**config.mk**
```make
export PLATFORM = sky130hd
export DESIGN_NAME = uart_rx_multi
export DESIGN_NICKNAME = d
export VERILOG_FILES = /design/src/rtl/uart_pkg.sv /design/src/rtl/uart_rx_fifo.sv /design/src/rtl/uart_rx_multi.sv
export SDC_FILE = /design/constraint.sdc
export NUM_CORES = 1
export LEC_CHECK = 0
export BUFFER_PORTS_ARGS = -buffer_cell sky130_fd_sc_hd__clkbuf_2
export CAP_MARGIN = 20
export CORE_UTILIZATION = 35
export CTS_CLUSTER_DIAMETER = 60
export CTS_CLUSTER_SIZE = 30
export DETAILED_ROUTE_END_ITERATION = 7
export GPL_TIMING_DRIVEN = 0
export HOLD_SLACK_MARGIN = 0.15
export PLACE_DENSITY_LB_ADDON = 0.3
export SYNTH_ARGS = -nofsm -noshare
export SYNTH_HDL_FRONTEND = slang
export SYNTH_SLANG_ARGS = --single-unit
```
**constraint.sdc**
```tcl
create_clock -name clk -period 3.5 [get_ports clk]
set_input_delay 0.525 -clock clk [delete_from_list [all_inputs] [get_ports clk]]
set_output_delay 0.525 -clock clk [all_outputs]
set_load 0.02 [all_outputs]
```
**src/rtl/uart_pkg.sv**
```systemverilog
// uart_pkg: shared FSM encoding and default baud dividers; PARITY state exists only with UART_RX_PARITY_EN
package uart_pkg;
  localparam int T_DIV_BIT_DEF = 13;
  localparam int T_DIV_0_DEF = 5207;
  localparam int T_DIV_1_DEF = 2603;
`ifdef UART_RX_PARITY_EN
  typedef enum logic [2:0] {IDLE, START, DATA, PARITY, STOP, WAIT_IDLE} state_t;
`else
  typedef enum logic [2:0] {IDLE, START, DATA, STOP, WAIT_IDLE} state_t;
`endif
endpackage

```
**src/rtl/uart_rx_fifo.sv**
```systemverilog
// uart_rx_fifo: power-of-two receive FIFO that drops the new word and flags overrun when full
module uart_rx_fifo #(
  parameter int WIDTH = 8,
  parameter int DEPTH = 4
) (
  input  logic                     clk,
  input  logic                     n_rst,
  input  logic                     push,
  input  logic [WIDTH-1:0]         din,
  input  logic                     pop,
  output logic [WIDTH-1:0]         dout,
  output logic                     valid,
  output logic [$clog2(DEPTH):0]   count,
  output logic                     overrun
);
  localparam int AW = $clog2(DEPTH);
  localparam int CW = AW + 1;
  logic [WIDTH-1:0] mem [DEPTH];
  logic [AW-1:0] wp, rp;
  logic rd, wr, full;
  assign valid = count != '0;
  assign full = count == CW'(DEPTH);
  assign rd = pop & valid;
  assign wr = push & (~full | rd);
  assign dout = valid ? mem[rp] : '0;
  always_ff @(posedge clk) if (wr) mem[wp] <= din;
  always_ff @(posedge clk or negedge n_rst)
    if (!n_rst) begin
      wp <= '0;
      rp <= '0;
      count <= '0;
      overrun <= 1'b0;
    end else begin
      wp <= wp + AW'(wr);
      rp <= rp + AW'(rd);
      count <= count + CW'(wr) - CW'(rd);
      overrun <= push & ~wr;
    end
endmodule

```
**src/rtl/uart_rx_multi.sv**
```systemverilog
// uart_rx_multi: dual-rate UART receiver with FIFO; define UART_RX_PARITY_EN for an even-parity bit
module uart_rx_multi
  import uart_pkg::*;
#(
  parameter int DATA_BITS = 8,
  parameter int T_DIV_BIT = T_DIV_BIT_DEF,
  parameter int T_DIV_0 = T_DIV_0_DEF,
  parameter int T_DIV_1 = T_DIV_1_DEF,
  parameter int FIFO_DEPTH = 4
) (
  input  logic                          clk,
  input  logic                          n_rst,
  input  logic                          uart_rxd,
  input  logic                          baud_sel,
  input  logic                          rx_ready,
  output logic [DATA_BITS-1:0]          rx_data,
  output logic                          rx_valid,
  output logic [$clog2(FIFO_DEPTH):0]   fifo_count,
  output logic                          frame_err,
  output logic                          parity_err,
  output logic                          overrun
);
  localparam int BW = $clog2(DATA_BITS + 1);
  localparam logic [T_DIV_BIT-1:0] D0 = T_DIV_BIT'(T_DIV_0);
  localparam logic [T_DIV_BIT-1:0] D1 = T_DIV_BIT'(T_DIV_1);
  state_t state, nxt;
  logic s0, s1, rxd_q, sel_q, fall, tick, push, ferr;
  logic [T_DIV_BIT-1:0] cnt, div;
  logic [BW-1:0] bcnt;
  logic [DATA_BITS-1:0] sh;
  always_ff @(posedge clk or negedge n_rst)
    if (!n_rst) {s0, s1, rxd_q} <= 3'b111;
    else {s0, s1, rxd_q} <= {uart_rxd, s0, s1};
  assign fall = rxd_q & ~s1;
  assign div = sel_q ? D1 : D0;
  assign tick = cnt == (state == START ? div >> 1 : div);
  always_ff @(posedge clk or negedge n_rst)
    if (!n_rst) state <= IDLE;
    else state <= nxt;
  always_comb begin
    nxt = state;
    case (state)
      IDLE: nxt = fall ? START : IDLE;
      START: if (tick) nxt = s1 ? IDLE : DATA;
`ifdef UART_RX_PARITY_EN
      DATA: if (tick && bcnt == BW'(DATA_BITS - 1)) nxt = PARITY;
      PARITY: if (tick) nxt = STOP;
`else
      DATA: if (tick && bcnt == BW'(DATA_BITS - 1)) nxt = STOP;
`endif
      STOP: if (tick) nxt = s1 ? IDLE : WAIT_IDLE;
      WAIT_IDLE: if (s1) nxt = IDLE;
      default: nxt = IDLE;
    endcase
  end
  always_comb begin
    push = state == STOP && tick && s1;
    ferr = state == STOP && tick && !s1;
  end
  // baud rate is frozen at the start edge so mid-frame baud_sel changes are ignored
  always_ff @(posedge clk or negedge n_rst)
    if (!n_rst) begin
      cnt <= '0;
      bcnt <= '0;
      sh <= '0;
      sel_q <= 1'b0;
      frame_err <= 1'b0;
    end else begin
      cnt <= (state == IDLE || state == WAIT_IDLE || tick) ? '0 : cnt + T_DIV_BIT'(1);
      if (state == IDLE && fall) sel_q <= baud_sel;
      if (state == DATA && tick) begin
        sh <= {s1, sh[DATA_BITS-1:1]};
        bcnt <= bcnt + BW'(1);
      end else if (state != DATA) bcnt <= '0;
      frame_err <= ferr;
    end
`ifdef UART_RX_PARITY_EN
  always_ff @(posedge clk or negedge n_rst)
    if (!n_rst) parity_err <= 1'b0;
    else parity_err <= state == PARITY && tick && (^sh ^ s1);
`else
  assign parity_err = 1'b0;
`endif
  uart_rx_fifo #(.WIDTH(DATA_BITS), .DEPTH(FIFO_DEPTH)) u_fifo (
    .clk(clk),
    .n_rst(n_rst),
    .push(push),
    .din(sh),
    .pop(rx_ready),
    .dout(rx_data),
    .valid(rx_valid),
    .count(fifo_count),
    .overrun(overrun)
  );
endmodule

```
==> flow_metrics.tcl <==
set metrics [dict create \
    status "finished clean" \
    synth_edf_count 32 \
    via_count 1834 \
    cts_root_buffer "clkbuf_8" \
    io_pins 20 \
    grt_max_degree 42 \
    cp-start-kind "register" \
    seq_area_um2 1990 \
    syn_area_per_cell_um2 13.9 \
    postSynth.asyncResetShare_pct 56.2 \
    synth_top_area_share_pct 30.5 \
    cts_made_buffers 9 \
    area_delta_synth_final_pct 17.7 \
    num_rows 34 \
    worst_setup_path_end_kind "register" \
    yosysWarnings 0 \
    ys_ff_latch 73 \
    core_um2 8720 \
    setup_viol 0 \
    powerDensity_nw_per_um2 586 \
    finalCritPeriodShare_pct 94.7 \
    hp-class "primary input to register" \
    routed_wl_mm 5.08 \
    htree_num_levels 3 \
    multi_input_area_um2 1130 \
    dpl.hpwl_mm 3.50 \
    finalMaxSlewViolations 0 \
    crit_type "register to register" \
    finalCriticalPeriod_ps 3310 \
    yosysSeqAreaShare_pct 63.2 \
    rsz0062_at_grt "false" \
    cp_slowest_cell "or4b_4" \
    fill_cells 800 \
    cp_max_fo 5 \
    fin_cells 377 \
    die_width_um 96.9 \
    worstPathCellList "inv_2 -> or3_1 -> ha_1 -> or3_1 -> nand2_1 -> o2111ai_4 -> or4b_4 -> buf_4 -> nor3b_2 -> buf_4" \
    switchingPower_w 0.000628 \
    path_clk_slew_ps 70 \
    netlist_area_um2 3150 \
    ant_nets 0 \
    diodes 0 \
    grt_pass1_vias 1808 \
    vdd.ir_drop.worst_v 0.000386 \
    seq_power_share_pct 49.1 \
    final_util_pct 42.5 \
    drt_iter0_markers 57 \
    tightest_slew_ps 716 \
    synth_area_leaders "edfxtp_1 31%, dfrtp_1 30%, mux4_2 5.7%, ha_1 3.6%, mux2_2 3.2%" \
    die_h_um 96.9 \
    p_int_w 0.00155 \
    dieArea_um2 9380 \
    finalPower_w 0.00217 \
    grt.total_usage_pct 12.0 \
    wl_per_cell_um 13.5 \
    syn_nets 242 \
    place_congestion 0.747 \
    dp.cells 357 \
    clkLatencyLatePin_ps 350 \
    hold_viol 0 \
    cts_tree "built" \
    clockBufferDepth 2 \
    p_leak_nw 1.63 \
    clkSinkCount 73 \
    ys.flop_type "dfrtp_1" \
    grt_pass1_wl_mm 8.72 \
    required_ps 3560 \
    numPortBuffers 18 \
    maxSlewHeadroom_pct 52.3 \
    drcViolationCount 0 \
    antenna_found_initial 0 \
    yosysMostFrequentCell "dfrtp_1" \
    clkPwrFrac_pct 32.4 \
    synth_largest_area_cell "edfxtp_1" \
    grt_overflow 0 \
    synth_common_cells "38 x dfrtp_1, 32 x edfxtp_1, 22 x nor2_1" \
    finalClockSkew_ps 9.53 \
    pwr-share-comb_pct 18.5 \
    cap_violations 0 \
    start_util_pct 36.1 \
    drive_gt1_share_pct 26.8 \
    slowest_delay_ps 540 \
    synth.distinct_cells 37 \
    dr.pass1.iters 4 \
    num-nets-final 279 \
    via_per_inst 4.86 \
    fmax_mhz 302 \
    netSwitchingFraction_pct 28.9 \
    crit_arrival_ps 3380 \
    syn_inst 227 \
]
worst max-delay path: cells and delay by family, from the launching register on:
kind                       cells  cell delay [ps]
AOI/OAI and AO/OA              1              130
adders and majority gates      1              210
buffers and inverters          3              490
DFF                            1              420
and+or+nand+nor                5             1790
final timing paths:
check	from	end	slack (ps)	cells past startpoint
max in group asynchronous	n_rst	rxd_q	2440	3
max reg2reg	state[0]	u_fifo.mem[2][0]	190	10
min reg2reg	s0	s1	360	0
min in group asynchronous	n_rst	cnt[4]	550	2
max	state[0]	u_fifo.mem[2][0]	190	10
min	uart_rxd	s0	250	1
cell usage in the layout (no fill, tap or decap), drive strengths merged, types with 3 or more instances in the layout:
master	n
nor2	22
mux4	8
buf	9
or3	4
mux2	9
xor2	11
dfrtp	38
nand3	14
nor3	3
inv	12
dfstp	3
clkbuf	33
nor2b	9
nand2	5
nand4b	3
ha	9
o21ai	5
xnor2	7
and3	4
edfxtp	32
a21oi	5
per-layer routing:
metal / vias to the layer above / track usage (%) / part of all wire (%)
li1: 896 / - / -
met1: 892 / 14.7 / 46
met2: 35 / 19.7 / 49
met3: 11 / 2.82 / 2.8
met4: 0 / 6.20 / 2.4
met5: - / 0 / 0
final cells by class:
cell class,count,area share [%]
inverter,12,1.21
tap,108,3.64
sequential,73,53.7
clock buffer,10,3.44
buffer,6,0.709
clock inverter,6,2.23
multi-input combinational,135,30.4
timing repair buffer,27,4.66
per-stage QoR:
stage               hold slack, ps  TNS, ps  cell area (µm²)  setup WS (ps)
floorplan                      229        0             3150            188
global placement               345    -8170             3380           -392
detailed placement             347     -811             3410           -128
CTS                            242        0             3630           38.9
global route                   239        0             3710           14.4
finish                         250        0             3710            186
cells by family after synthesis:
family,count (synthesis),synth area share (%)
buffers and inverters,19,2.38
xor gates and xnor gates,18,5.00
muxes,18,9.25
AOI/OAI and AO/OA,13,2.42
and+or+nand+nor,75,13.4
adders and majority gates,10,4.21
other,1,0.119
DFF,73,63.2
flip-flops by register name, summed over array words and instances, names as in the netlist:
signal	flops
u_fifo.mem	32
cnt	13
sh	8
bcnt	4
state	3
u_fifo.count	3
u_fifo.rp	2
u_fifo.wp	2
frame_err	1
rxd_q	1
s0	1
s1	1
sel_q	1
u_fifo.overrun	1
power by group through the flow:
stage          logic, W  registers [W]  clock network (W)
4_1_cts        0.000389        0.00107           0.000716
6_report       0.000402        0.00107           0.000704
3_3_place_gp   0.000370        0.00108                  0
2_1_floorplan  0.000268        0.00108                  0
3_5_place_dp   0.000387        0.00108                  0
5_1_grt        0.000463        0.00108           0.000752
repair_timing:
item                       4_1_cts  5_1_grt
cloned                           0        0
setup buffers                    0        3
setup endpoints to repair       10       28
pin swaps                        0        3
hold endpoints to repair         0        5
resized for setup                2        7
hold buffers                     0        1
(Power assumes the default switching activity.)
